===== src/rtl/tmr_fault_monitor.sv =====
// rtl/tmr_fault_monitor.sv - per-copy TMR health monitor; optional event log under TMR_FAULT_LOG_EN
// Blames the single disagreeing copy each cycle and tracks OK/SUSPECT/FAILED health per copy.
module tmr_fault_monitor #(
   parameter int WIDTH    = 27,
   parameter int FAIL_TH  = 8,
   parameter int CLEAN_TH = 16
) (
   input  logic             clk,
   input  logic             rst,
   input  logic             en,
   input  logic             clear,
   input  logic [WIDTH-1:0] data_A,
   input  logic [WIDTH-1:0] data_B,
   input  logic [WIDTH-1:0] data_C,
   output logic [5:0]       copy_state,
   output logic [2:0]       copy_rst_req,
   output logic             fault_any,
   output logic             multi_err,
   output logic             dual_fail
`ifdef TMR_FAULT_LOG_EN
   ,
   output logic             log_valid,
   output logic [17:0]      log_data,
   output logic             log_ovf,
   input  logic             log_pop
`endif
);

   localparam logic [1:0] ST_OK      = 2'b00;
   localparam logic [1:0] ST_SUSPECT = 2'b01;
   localparam logic [1:0] ST_FAILED  = 2'b10;
   localparam logic [7:0] FAIL_TH_C  = 8'(FAIL_TH);
   localparam logic [7:0] CLEAN_TH_C = 8'(CLEAN_TH);

   logic [2:0][1:0] state_q, state_d;
   logic [2:0][7:0] err_cnt_q, err_cnt_d;
   logic [2:0][7:0] clean_cnt_q, clean_cnt_d;
   logic [2:0]      rst_req_q, rst_req_d;
   logic            fault_any_q, fault_any_d;
   logic            multi_err_q, multi_err_d;
   logic            dual_fail_q, dual_fail_d;

   logic            eq_ab, eq_bc, eq_ac, all_eq, triple;
   logic [2:0]      disagree, enter_suspect, enter_failed, is_failed;
   logic [7:0]      err_inc, clean_inc;

   function automatic logic [7:0] sat_inc(input logic [7:0] v);
      return (v == 8'hFF) ? v : v + 8'd1;
   endfunction

   assign eq_ab    = (data_A == data_B);
   assign eq_bc    = (data_B == data_C);
   assign eq_ac    = (data_A == data_C);
   assign all_eq   = eq_ab & eq_bc;
   assign triple   = ~eq_ab & ~eq_bc & ~eq_ac;
   assign disagree = {eq_ab & ~eq_bc, eq_ac & ~eq_ab, eq_bc & ~eq_ab};

   always_ff @(posedge clk) begin
      if (rst) begin
         state_q     <= '0;
         err_cnt_q   <= '0;
         clean_cnt_q <= '0;
         rst_req_q   <= '0;
         fault_any_q <= 1'b0;
         multi_err_q <= 1'b0;
         dual_fail_q <= 1'b0;
      end else begin
         state_q     <= state_d;
         err_cnt_q   <= err_cnt_d;
         clean_cnt_q <= clean_cnt_d;
         rst_req_q   <= rst_req_d;
         fault_any_q <= fault_any_d;
         multi_err_q <= multi_err_d;
         dual_fail_q <= dual_fail_d;
      end
   end

   always_comb begin
      state_d       = state_q;
      err_cnt_d     = err_cnt_q;
      clean_cnt_d   = clean_cnt_q;
      multi_err_d   = multi_err_q;
      dual_fail_d   = dual_fail_q;
      enter_suspect = '0;
      enter_failed  = '0;
      err_inc       = '0;
      clean_inc     = '0;
      if (clear) begin
         state_d     = '0;
         err_cnt_d   = '0;
         clean_cnt_d = '0;
         multi_err_d = 1'b0;
         dual_fail_d = 1'b0;
      end else if (en) begin
         for (int i = 0; i < 3; i++) begin
            err_inc   = sat_inc(err_cnt_q[i]);
            clean_inc = sat_inc(clean_cnt_q[i]);
            case (state_q[i])
               ST_OK: begin
                  if (disagree[i]) begin
                     state_d[i]       = ST_SUSPECT;
                     err_cnt_d[i]     = 8'd1;
                     clean_cnt_d[i]   = 8'd0;
                     enter_suspect[i] = 1'b1;
                  end
               end
               ST_SUSPECT: begin
                  if (disagree[i]) begin
                     err_cnt_d[i]   = err_inc;
                     clean_cnt_d[i] = 8'd0;
                     if (err_inc >= FAIL_TH_C) begin
                        state_d[i]      = ST_FAILED;
                        enter_failed[i] = 1'b1;
                     end
                  end else if (all_eq) begin
                     clean_cnt_d[i] = clean_inc;
                     if (clean_inc == CLEAN_TH_C) begin
                        state_d[i]     = ST_OK;
                        err_cnt_d[i]   = 8'd0;
                        clean_cnt_d[i] = 8'd0;
                     end
                  end
               end
               default: ;
            endcase
         end
         if (triple) begin
            multi_err_d = 1'b1;
         end
      end
      for (int i = 0; i < 3; i++) begin
         is_failed[i] = (state_d[i] == ST_FAILED);
      end
      // FAILED is sticky, so two failed copies after an entry means a second failure
      if ((|enter_failed) &&
          ((is_failed[0] & is_failed[1]) | (is_failed[0] & is_failed[2]) | (is_failed[1] & is_failed[2]))) begin
         dual_fail_d = 1'b1;
      end
      rst_req_d   = enter_failed;
      fault_any_d = |state_d;
   end

`ifdef TMR_FAULT_LOG_EN
   logic [15:0]      ts_q, ts_d;
   logic [3:0][17:0] log_mem_q, log_mem_d;
   logic [1:0]       wr_ptr_q, wr_ptr_d, rd_ptr_q, rd_ptr_d;
   logic [2:0]       log_cnt_q, log_cnt_d;
   logic             log_ovf_q, log_ovf_d;
   logic             tri_run_q, tri_run_d;
   logic [3:0]       events;
   logic [1:0]       ev_id;
   logic             push, pop;

   always_ff @(posedge clk) begin
      if (rst) begin
         ts_q      <= '0;
         log_mem_q <= '0;
         wr_ptr_q  <= '0;
         rd_ptr_q  <= '0;
         log_cnt_q <= '0;
         log_ovf_q <= 1'b0;
         tri_run_q <= 1'b0;
      end else begin
         ts_q      <= ts_d;
         log_mem_q <= log_mem_d;
         wr_ptr_q  <= wr_ptr_d;
         rd_ptr_q  <= rd_ptr_d;
         log_cnt_q <= log_cnt_d;
         log_ovf_q <= log_ovf_d;
         tri_run_q <= tri_run_d;
      end
   end

   always_comb begin
      ts_d      = ts_q + 16'd1;
      log_mem_d = log_mem_q;
      wr_ptr_d  = wr_ptr_q;
      rd_ptr_d  = rd_ptr_q;
      log_cnt_d = log_cnt_q;
      log_ovf_d = log_ovf_q;
      tri_run_d = tri_run_q;
      events    = '0;
      ev_id     = '0;
      push      = 1'b0;
      pop       = 1'b0;
      if (clear) begin
         wr_ptr_d  = '0;
         rd_ptr_d  = '0;
         log_cnt_d = '0;
         log_ovf_d = 1'b0;
         tri_run_d = 1'b0;
      end else begin
         if (en) begin
            tri_run_d = triple;
            events    = {enter_suspect | enter_failed, triple & ~tri_run_q};
         end
         if (events[0])      ev_id = 2'd0;
         else if (events[1]) ev_id = 2'd1;
         else if (events[2]) ev_id = 2'd2;
         else                ev_id = 2'd3;
         pop  = log_pop & (log_cnt_q != 3'd0);
         // a same-cycle pop frees the slot, so a full FIFO can still accept
         push = (|events) & ((log_cnt_q != 3'd4) | pop);
         if (((|events) & ~push) | ((events & (events - 4'd1)) != 4'd0)) begin
            log_ovf_d = 1'b1;
         end
         if (push) begin
            log_mem_d[wr_ptr_q] = {ts_q, ev_id};
            wr_ptr_d            = wr_ptr_q + 2'd1;
         end
         if (pop) begin
            rd_ptr_d = rd_ptr_q + 2'd1;
         end
         log_cnt_d = log_cnt_q + {2'b00, push} - {2'b00, pop};
      end
   end
`endif

   always_comb begin
      copy_state   = state_q;
      copy_rst_req = rst_req_q;
      fault_any    = fault_any_q;
      multi_err    = multi_err_q;
      dual_fail    = dual_fail_q;
`ifdef TMR_FAULT_LOG_EN
      log_valid    = (log_cnt_q != 3'd0);
      log_data     = log_mem_q[rd_ptr_q];
      log_ovf      = log_ovf_q;
`endif
   end

endmodule


===== config.mk =====
export PLATFORM = sky130hd
export DESIGN_NAME = tmr_fault_monitor
export DESIGN_NICKNAME = d
export VERILOG_FILES = /design/src/rtl/tmr_fault_monitor.sv
export SDC_FILE = /design/constraint.sdc
export NUM_CORES = 1
export LEC_CHECK = 0
export BUFFER_PORTS_ARGS = -buffer_cell sky130_fd_sc_hd__buf_2
export CORE_MARGIN = 5
export CORE_UTILIZATION = 50
export DETAILED_ROUTE_END_ITERATION = 6
export PLACE_DENSITY_LB_ADDON = 0.1
export SYNTH_ARGS = -nofsm -noshare
export SYNTH_HDL_FRONTEND = slang
export SYNTH_SLANG_ARGS = --single-unit

===== constraint.sdc =====
create_clock -name clk -period 4 [get_ports clk]
set_clock_uncertainty 0.1 [all_clocks]
set_input_delay 0.8 -clock clk [delete_from_list [all_inputs] [get_ports clk]]
set_output_delay 0.8 -clock clk [all_outputs]
set_load 0.01 [all_outputs]

---- Word-level counts from Yosys, hierarchy flattened ----
Index checks and enable logic that the tools add are counted.
cells by class
  $add $sub $neg .......................... 6
  $lt $le $gt $ge ......................... 3
  equality and inequality tests ........... 27
  muxes and demuxes ....................... 69
  bitwise gates (word level) .............. 14
  reductions and logical operators ........ 18
operators by type and width
  kind                                                 number
  two-way mux 8 bit                                    30
  one-hot mux 8 bit (2 select lines)                   6
  == test 27 bit                                       3
  adder 8 x 1 -> 8 bit, second input constant          6
  == test 8 bit, second input constant                 6
  two-way mux 2 bit                                    15
  == test 8 x 5 -> 1 bit, second input constant        3
  >= comparator 8 x 4 -> 1 bit, second input constant  3
  inequality test 3 bit, second input constant         6
  AND reduction 5 bit                                  3
  two-way mux 6 bit                                    2
  one-hot mux 2 bit (2 select lines)                   3
  AND reduction 4 bit                                  3
  two-way mux 1 bit                                    11
  bitwise AND 1 bit                                    9
  nonzero test 2 bit                                   4
  == test 2 x 1 -> 1 bit, second input constant        3
  == test 2 bit, second input constant                 3
  logical NOT 2 bit                                    3
  two-way mux 3 bit                                    2
  inequality test 2 bit, second input constant         3
  OR reduction 6 bit                                   1
  inverter 1 bit                                       3
  OR reduction 3 bit                                   1
  4 further kinds                                      5
storage, ports and cells
  register bits after elaboration ......... 60
  input port bits ......................... 85
  word-level logic and storage cells ...... 150

---- Logic depth before layout (Yosys ltp) ----
Gate-level depths: netlist of the first run.
  depth after elaboration ................. 15
  mapped depth ............................ 10
  depth with buffers taken out ............ 9

---- Worst setup path after synthesis of the first run ----
OpenSTA, ideal clock, no wires.
  path kind ............................... input -> register
  start ................................... in data_B[11]
  end ..................................... reg dual_fail_q (netlist: dual_fail)
  library setup time ...................... 0.096 ns
  arrival ................................. 2.842 ns
  required time ........................... 3.804 ns
  path slack .............................. 0.962 ns
  stages on the path ...................... 9
  path buffers ............................ 1
  path through ............................ xnor2_1 -> nand4_1 -> nor4_2 -> and2_1 -> buf_6 -> nand3_4 -> o32a_1 -> o32a_1 -> o41ai_2
between the ends
  cells in the longest elaborated chain, start to end .. 13
  elaborated cells on any way between the ends .. 42
RTL lines
  element                                                         RTL line  text
  start, declared                                                 13        input logic [WIDTH-1:0] data_B,
  == test 27 bit, on equally long branches                        51, 52
  bitwise AND 1 bit / inverter 1 bit (equally long branches)      54, 56
  two-way mux 2 bit / bitwise AND 1 bit (equally long branches)   115, 56
  two-way mux 2 bit, on equally long branches                     108, 100
  one-hot mux 2 bit (2 select lines)                              98        case (state_q[i])
  two-way mux 6 bit                                               94        end else if (en) begin
  two-way mux 6 bit                                               88        if (clear) begin
  == test 2 bit                                                   132       is_failed[i] = (state_d[i] == ST_FAILED);
  bitwise AND 1 bit                                               136       ((is_failed[0] & is_failed[1]) | (is_failed[0] & is_failed[2]) | (is_failed[1] & is_failed[2]))) begin
  bitwise OR 1 bit (2 in a row)                                   136
  logical AND 1 bit *                                             135       if ((|enter_failed) &&
  two-way mux 1 bit / nonzero test 2 bit (equally long branches)  n/a
  end signal, assigned                                            74        dual_fail_q <= dual_fail_d;
  end, declared                                                   41        logic dual_fail_q, dual_fail_d;
Every way passes the cells marked *; elsewhere a longest branch is shown, timed or not.
A chain may end at the register's enable or synchronous reset.

---- Worst setup path after layout of the first run ----
  start ................................... reg clean_cnt_q[0] (netlist name)
  end ..................................... reg dual_fail_q (netlist: dual_fail)
between the ends
  cells in the longest elaborated chain, start to end .. 15
  elaborated cells on any way between the ends .. 18
RTL lines
  element                                                         RTL line  text
  start, declared                                                 37        logic [2:0][7:0] clean_cnt_q, clean_cnt_d;
  start signal, assigned                                          70        clean_cnt_q <= clean_cnt_d;
  adder 8 x 1 -> 8 bit / == test 8 bit (equally long branches)    48        return (v == 8'hFF) ? v : v + 8'd1;
  two-way mux 8 bit *                                             48
  == test 8 x 5 -> 1 bit *                                        117       if (clean_inc == CLEAN_TH_C) begin
  two-way mux 2 bit *                                             117
  two-way mux 2 bit *                                             115       end else if (all_eq) begin
  two-way mux 2 bit *                                             108       if (disagree[i]) begin
  one-hot mux 2 bit (2 select lines) *                            98
  two-way mux 6 bit *                                             94
  two-way mux 6 bit *                                             88
  == test 2 bit *                                                 132
  bitwise AND 1 bit                                               136
  bitwise OR 1 bit * (2 in a row)                                 136
  logical AND 1 bit *                                             135
  two-way mux 1 bit / nonzero test 2 bit (equally long branches)  n/a
Marked as above.

==> results.cfg, run 1 <==
[job]
cap_violations = 0

[detailed_routing]
highest_layer = met4
firstDrtPassIters = 5
route.met2.wl_um = 6100
met1_length_um = 5378
vias = 4779
post_drt_wl_per_cell_um = 15.94
drt_iter0_drc = 334
drc = 0
ant_nets = 0
route.met3.wl_um = 885
viasPerCell = 6.034
wl_um = 12620

[worst_setup_path]
cp.buffers_inverters = 0
worstSetupEndpointType = flop
path_cells = ha_1, and3_1, and3_1, mux2i_1, nand4_1, a2111oi_2, o22ai_1, o32a_1, o41ai_2
cp.depth = 9
r2r_end = dual_fail
critical-path-slowest-cell = a2111oi_2
cp_common_cell = and3_1
critPathMaxFanout = 7
startpoint_type = flop
critPathMaxStageDelay_ps = 570
crit_path_end = dual_fail
path_class = reg -> reg
crit_start = clean_cnt_q[0]
rr_worst_depth = 9
required_ps = 4140
r2r_start = clean_cnt_q[0]
reg2reg_setup_slack_ps = 670
critical-path-top-delay-family = compound AO/OA/AOI/OAI gates
critPathArrivalTime_ps = 3470

[power_and_ir_drop]
power.density_nw_per_um2 = 272.6
peakVddDrop_mv = 0.1978
leakage_nw = 1.862

[cts]
postCtsSetupBuffers = 0
clk_latency_ps = 340
cts_tree = yes
cts_buffers = 9
root_buffer = clkbuf_8
cts.sinks = 60
path_clk_slew_ps = 70
cts-htree-levels = 3
cts_hold_buf = 0
cts_resized = 0
clockBufferDepth = 2

[timing]
grt_setup_unrepaired = false
worst_slew_pin_slew_ps = 680.4
fin_tns_setup_ps = 0
setup_ws_ps = 669.2
setup_violations = 0
relSlewSlack_pct = 54.64
fmax_ghz = 0.3002
drv_slew = 0
period_needed_ps = 3331
fin_crit_sh_pct = 83.27
hold_viol_final = 0

[grt]
grt_overflow = 0
grtUsageTotal_pct = 22.83
grt_pass1_wl_um = 21250
grt_pass1_vias = 4656
grt_max_degree = 32
antenna_found_initial = 0

[logic_synthesis]
synthesis.area_um2 = 4581
synth_area_leader_cell = dfxtp_1
synth_cell_types = 66
synthArstFlopShare_pct = 0
synth_top_area_share_pct = 26.22
synth_ff_type = dfxtp_1
yosysWarningCount = 0
synth_nets = 676
ys_seq_area_share_pct = 26.22
syn_inst = 585
synth-edff-count = 0
ys_ff_latch = 60
syn_avg_cell_area_um2 = 7.830
synthTopCellsByArea = dfxtp_1, xnor2_1, a21oi_1, nand4_1, nor2_1

[finish]
fillCellCount = 835
final_core_util_pct = 59.56
diodes = 0
area_delta_synth_final_pct = 17.86
final_nets = 767
drive_gt1_share_pct = 19.97
fin_cells = 792
seq_area_um2 = 1201
multi_input_area_um2 = 3223

[floorplan]
io_pins = 97
num_rows = 35
start_util_pct = 50.53
die_x_um = 105.7
coreArea_um2 = 9065
die_h_um = 105.7
die_area_um2 = 11180

[placement]
gp_routability_congestion = 0.8992
place_inst = 776
port_buffers = 96
dpl.hpwl_um = 9803
place_ws_ps = 337.0

[hold_path]
hp-class = reg -> reg

[status]
status = complete, no violations
==> logic make-up (layout without fill, tap and decap cells) <==
family	Yosys count	count (layout)	synth area share (%)
compound gates	156	156	22.62
xor+xnor	86	86	16.44
fa+ha+maj	6	6	1.639
buf+inv	37	133	3.414
flops	60	60	26.22
mux	6	6	1.311
simple gates	234	234	28.35
==> report_power, final <==
part / internal [mW] / leakage [nW] / switching, mW
logic: 0.0890 / 1.25 / 0.0905
clock network: 0.448 / 0.127 / 0.247
registers: 0.598 / 0.483 / 0.000213
==> flip-flops by register name (all words and copies together) (netlist names) <==
| register | flops |
|---|---|
| copy_state | 6 |
| copy_rst_req | 3 |
| err_cnt_q | 24 |
| fault_any | 1 |
| clean_cnt_q | 24 |
| dual_fail | 1 |
| multi_err | 1 |
==> cells in the final DEF, fill, tap and decap left out, types with 4 or more instances in the layout <==
master,count
or3_1,6
nor2_1,44
o21ai_0,28
xnor2_1,74
nand2_1,32
buf_2,96
a41oi_1,5
ha_1,6
a211oi_1,16
a31oi_1,12
nor3b_1,7
a2111oi_0,4
dfxtp_1,60
clkbuf_8,11
and2_1,7
inv_1,14
nand4_1,30
and4_1,6
and3_1,18
nand2b_1,6
xor2_1,12
mux2i_1,6
a21oi_1,47
nand4b_1,5
buf_4,7
nand3_1,27
nor2b_1,4
a31o_2,5
nor4_1,10
a21o_1,5
nor3_1,18
==> final cells by class <==
class                   count  area share, %
clock buffers              12          2.874
clock inverters             4          1.761
inverters                  14         0.9733
multi-input cells         488          59.70
flip-flops and latches     60          22.25
well taps                 111          2.572
repair buffers            103          9.873
==> stage by stage <==
stage               instance area (um2)  total power, mW  hold WS (ps)
global placement                   5149           0.7899         356.1
floorplan                          4581           0.7033         353.8
global route                       5399            1.525         419.2
CTS                                5399            1.490         388.5
detailed placement                 5149           0.7914         361.7
finish                             5399            1.472         383.1
==> synth_stat cells (all sizes together) (2+ instances only) <==
| library cell | n |
|---|---|
| nor2b | 4 |
| a211oi | 18 |
| or3 | 6 |
| and3 | 18 |
| o32a | 2 |
| nand3 | 28 |
| dfxtp | 60 |
| xnor2 | 74 |
| a2111oi | 5 |
| and2 | 7 |
| a21o | 5 |
| o21a | 3 |
| nor3 | 18 |
| nand4 | 30 |
| nor3b | 7 |
| a22oi | 2 |
| clkbuf | 15 |
| a21oi | 47 |
| xor2 | 12 |
| a211o | 2 |
| and4 | 6 |
| buf | 8 |
| nand3b | 2 |
| a41oi | 5 |
| ha | 6 |
| nand4b | 5 |
| or2 | 3 |
| nor4 | 13 |
| nand2b | 6 |
| a2bb2oi | 2 |
| nor2 | 44 |
| o31ai | 2 |
| o41ai | 2 |
| inv | 14 |
| a31o | 5 |
| a31oi | 12 |
| o21ai | 30 |
| mux2i | 6 |
| nand2 | 32 |
| o2111ai | 2 |
==> routing by layer <==
layer	track usage, %	vias up
li1	-	2374
met1	27.99	2208
met2	39.53	176
met3	5.205	21
met4	7.216	0
met5	0	-
==> worst min-delay path: stages, from the launching register on <==
cell and delay [ps]:
dfxtp_1 330, a41oi_1 50, nor2_1 80
==> worst min path at each step <==
stage	start	endpoint	cells after the start
floorplan	clean_cnt_q[5]	clean_cnt_q[5]	2
global placement	multi_err	multi_err	2
detailed placement	multi_err	multi_err	2
CTS	multi_err	multi_err	2
global route	dual_fail	dual_fail	2
finish	multi_err	multi_err	2
Note: power is estimated with default switching activity, not from simulation.
==> run 2, diff against run 1 <==
==> constraint.sdc (replaced) <==
create_clock -name clk -period 2.7 [get_ports clk]
set_clock_uncertainty 0.1 [all_clocks]
set_input_delay 0.54 -clock clk [delete_from_list [all_inputs] [get_ports clk]]
set_output_delay 0.54 -clock clk [all_outputs]
set_load 0.01 [all_outputs]
==> results.cfg, run 2 (synthesis gave the netlist of run 1 again) <==
[placement]
dpl_cell_area_um2 = 5904
dpl.hpwl_um = 11160
port_buffers = 96
gp_routability_congestion = 0.8902
place_ws_ps = -393.5
place_inst = 867

[grt]
grt_pass1_wl_um = 23400
antenna_found_initial = 0
grt_max_degree = 22
grt_pass1_vias = 5114
grt_overflow = 0
grtUsageTotal_pct = 25.13

[cts]
cts_tree = yes
clk_latency_ps = 340
cts.sinks = 60
path_clk_slew_ps = 70
cts_buffers = 9
root_buffer = clkbuf_8
cts_hold_buf = 0
cts-htree-levels = 3
clockBufferDepth = 2

[detailed_routing]
post_drt_wl_per_cell_um = 15.88
firstDrtPassIters = 4
drc = 0
wl_um = 14040
ant_nets = 0
drt_iter0_drc = 190
vias = 5134
viasPerCell = 5.808

[worst_setup_path]
r2r_end = dual_fail
r2r_start = err_cnt_q[17]
critPathArrivalTime_ps = 2810
rr_worst_depth = 9
worstSetupEndpointType = flop
required_ps = 2840
reg2reg_setup_slack_ps = 30
critical-path-slowest-cell = a2111oi_4
critPathMaxFanout = 2
cp.buffers_inverters = 0
startpoint_type = flop
path_class = reg -> reg
critical-path-top-delay-family = compound AO/OA/AOI/OAI gates
path_cells = ha_2, and4_1, and4_4, nor2_1, o221a_1, a2111oi_4, a211oi_2, o32a_1, o41ai_2
critPathMaxStageDelay_ps = 370

[timing]
fin_tns_setup_ps = 0
period_needed_ps = 2668
worst_slew_pin_slew_ps = 411.3
setup_ws_ps = 32.24
drv_slew = 0
fin_crit_sh_pct = 98.81
fmax_ghz = 0.3748
setup_violations = 0
grt_setup_unrepaired = true
hold_viol_final = 0
relSlewSlack_pct = 72.33

[finish]
area_delta_synth_final_pct = 37.67
layout_commonest_cell = buf_4
diodes = 0
drive_gt1_share_pct = 34.41
final_nets = 859
finalInstanceArea_um2 = 6306
final_cell_mix = buf_4, buf_2, xnor2_1
fin_cells = 884
fillCellCount = 763

[floorplan]
die_x_um = 105.7
num_rows = 35
start_util_pct = 50.53
coreArea_um2 = 9065
die_h_um = 105.7
io_pins = 97
die_area_um2 = 11180

[status]
status = complete, no violations

[power_and_ir_drop]
power.density_nw_per_um2 = 347.7
internal-power_mw = 1.658
p_comb_share_pct = 13.9
swShare_pct = 24.41
leakage_nw = 2.323
power_mw = 2.193
peakVddDrop_mv = 0.2045
pwr-share-clk_pct = 45.8
p_sw_mw = 0.5353
power_frac_seq_pct = 40.3

[hold_path]
holdPathEnd = dual_fail
hp-class = reg -> reg
holdPathStages = 2
worstHoldStart = dual_fail

[job]
cap_violations = 0
## run 2: changes by cell type in the layout (fill, tap and decap cells not counted), moves of 4 or more
cell,change
a211oi_1,-5
a211oi_2,+4
ha_1,-4
buf_4,+91
dfxtp_1,-5
a2111oi_0,-4
## run 2: how the worst max path moves through the flow
stage	startpoint	end	slack, ps	cells after the start
6_report	err_cnt_q[17]	dual_fail	30	9
5_1_grt	clean_cnt_q[17]	dual_fail	-120	9
4_1_cts	err_cnt_q[17]	dual_fail	1	9
3_5_place_dp	data_B[10]	clean_cnt_q[12]	-390	11
3_3_place_gp	data_A[15]	dual_fail	-340	11
2_1_floorplan	data_B[14]	dual_fail	1	8
## run 2: through the flow
stage / hold WS, ps / util (%)
after floorplan: 353.8 / -
after global placement: 358.1 / 65.13
after detailed placement: 357.2 / 65.13
after CTS: 382.1 / 68.10
after global routing: 409.3 / 69.57
final: 392.1 / 69.57
## run 2: power by group through the flow
stage                     Sequential [mW]  Combinational (mW)  Clock, mW
after floorplan                     0.904               0.136          0
after global placement              0.904               0.293          0
after detailed placement            0.904               0.299          0
after CTS                           0.883               0.302       1.01
after global routing                0.883               0.332       1.06
final                               0.883               0.306       1.00
## run 2: worst register-to-register path: cells and delay by family (launching register included)
family | cells | cell delay, ps
AND/OR/NAND/NOR | 3 | 520
AO/OA/AOI/OAI | 5 | 1430
adder cells (fa/ha/maj) | 1 | 190
flip-flops | 1 | 350
## run 2: layer usage
layer | vias up | GRT usage, % | share of wire, %
met5 | - | 0 | 0
met4 | 0 | 9.621 | 2.8
met3 | 37 | 4.654 | 4.7
met2 | 153 | 43.17 | 49
met1 | 2393 | 31.10 | 43
li1 | 2551 | - | -
## run 2: cell type report
| cell class | instances | area (um2) | share of cell area (%) |
|---|---|---|---|
| multi-input combinational | 488 | 3426 | 54.33 |
| sequential | 60 | 1212 | 19.23 |
| clock buffer | 10 | 127.6 | 2.024 |
| clock inverter | 6 | 112.6 | 1.786 |
| inverter | 14 | 52.55 | 0.8333 |
| timing repair buffer | 195 | 1236 | 19.60 |
| tap | 111 | 138.9 | 2.202 |
## run 2: repair_timing
| item | 4_1_cts | 5_1_grt |
|---|---|---|
| setup endpoints to repair | 2 | 27 |
| resized for setup | 5 | 33 |
| setup buffers | 1 | 0 |
| pin swaps | 3 | 11 |
| cloned | 0 | 0 |
| hold endpoints to repair | 0 | 0 |
==> run 3, diff against run 2 <==
--- a/config.mk
+++ b/config.mk
@@ -8,6 +8,7 @@
 export BUFFER_PORTS_ARGS = -buffer_cell sky130_fd_sc_hd__buf_2
 export CORE_MARGIN = 5
 export CORE_UTILIZATION = 50
+export CTS_BUF_LIST = sky130_fd_sc_hd__clkbuf_2
 export DETAILED_ROUTE_END_ITERATION = 6
 export PLACE_DENSITY_LB_ADDON = 0.1
 export SYNTH_ARGS = -nofsm -noshare
==> results.cfg, run 3 (synthesis gave the netlist of run 1 again) <==
[status]
status = complete, but fails checks
violations = design-rule violations

[power_and_ir_drop]
power.density_nw_per_um2 = 318.0
leakage_nw = 2.310
peakVddDrop_mv = 0.1706

[detailed_routing]
vias = 5186
ant_nets = 0
wl_um = 14020
drt_iter0_drc = 253
post_drt_wl_per_cell_um = 15.77
firstDrtPassIters = 7
viasPerCell = 5.834
drc = 1

[worst_setup_path]
critPathMaxStageDelay_ps = 400
path_class = reg -> reg
path_cells = ha_4, and3_4, buf_4, nand3_2, o2bb2ai_2, nand4_1, a2111oi_4, o22ai_2, o32a_1, o41ai_2
reg2reg_setup_slack_ps = 80
critical-path-slowest-cell = dfxtp_4
critPathMaxFanout = 4
critPathArrivalTime_ps = 2960
startpoint_type = flop
required_ps = 3040
worstSetupEndpointType = flop

[cts]
clockBufferDepth = 2
cts.sinks = 60
cts-htree-levels = 3
clk_latency_ps = 510
cts_tree = yes
path_clk_slew_ps = 210
cts_buffers = 9
root_buffer = clkbuf_2

[placement]
gp_routability_congestion = 0.8902
port_buffers = 96
place_ws_ps = -393.5
place_inst = 867
dpl.hpwl_um = 11160

[grt]
antenna_found_initial = 0
use_met3_pct = 4.776
grt_max_degree = 22
grtUsageTotal_pct = 25.17
grt_overflow = 0
busiest_layer = met2
grt_pass1_vias = 5088
grt_use_met1_pct = 31.16
grt_pass1_wl_um = 23380
grtUsageMet2_pct = 43.35

[floorplan]
io_pins = 97
num_rows = 35
die_area_um2 = 11180
start_util_pct = 50.53
die_h_um = 105.7
die_x_um = 105.7
coreArea_um2 = 9065

[timing]
worst_slew_pin_slew_ps = 411.0
fmax_ghz = 0.3820
drv_slew = 0
fin_crit_sh_pct = 96.97
hold_viol_final = 0
setup_ws_ps = 81.88
setup_violations = 0
relSlewSlack_pct = 71.89
grt_setup_unrepaired = true
period_needed_ps = 2618

[hold_path]
hp-class = in -> reg

[finish]
diodes = 0
area_delta_synth_final_pct = 35.13
final_cell_mix = buf_4, buf_2, xnor2_1
final_nets = 864
drive_gt1_share_pct = 33.42
final_core_util_pct = 68.28
fin_cells = 889
layout_commonest_cell = buf_4

[job]
cap_violations = 0
run 3: cell types whose count changed in the layout (fill, tap and decap cells not counted), moves of 4 or more:
cell | before | now
buf_4 | 98 | 103
clkbuf_8 | 9 | 0
a211oi_1 | 11 | 15
clkbuf_2 | 0 | 10
run 3: worst max-delay path, delay by kind of cell (launching register included):
family                     cells  cell delay, ps
AOI/OAI and AO/OA              5            1270
and+or+nand+nor                3             470
buffers and inverters          1             140
adders and majority gates      1             150
DFF                            1             400
run 3: layer usage:
layer | share of wire (%) | wire length, um
met1 | 42 | 5954
met2 | 50 | 6991
met3 | 5.0 | 697
met4 | 2.7 | 379
met5 | 0 | 0
run 3: report_power, final:
part	internal [mW]	switching [mW]
registers	0.885	0.000350
logic	0.158	0.143
clock network	0.405	0.376
run 3: repair_timing:
item | CTS | global route
resized for setup | 6 | 15
pin swaps | 4 | 12
buffers inserted | 3 | 3
endpoints found under the setup margin | 1 | 11
hold buffers | 0 | 0
run 3: final cells by class:
cell class | count | area [um2]
clock inverter | 6 | 112.6
multi-input combinational | 488 | 3347
timing repair buffer | 200 | 1274
inverter | 14 | 52.55
fill | 786 | 2875
tap | 111 | 138.9
sequential | 60 | 1215
clock buffer | 10 | 50.05
run 3: through the flow:
stage	power (mW)	hold slack [ps]	TNS [ps]	area, um2
floorplan	1.040	353.8	0	4642
global placement	1.197	358.1	-6527	5904
detailed placement	1.203	357.2	-9030	5904
CTS	1.979	221.5	0	6111
global route	2.042	237.5	-69.90	6190
finish	1.969	265.8	0	6190
run 3: final timing paths:
| path | start | endpoint | depth (start not counted) |
|---|---|---|---|
| setup / recovery | clean_cnt_q[0] | dual_fail | 10 |
| hold / removal | rst | copy_state[4] | 2 |
| setup reg to reg | clean_cnt_q[0] | dual_fail | 10 |
| hold reg to reg | dual_fail | dual_fail | 2 |
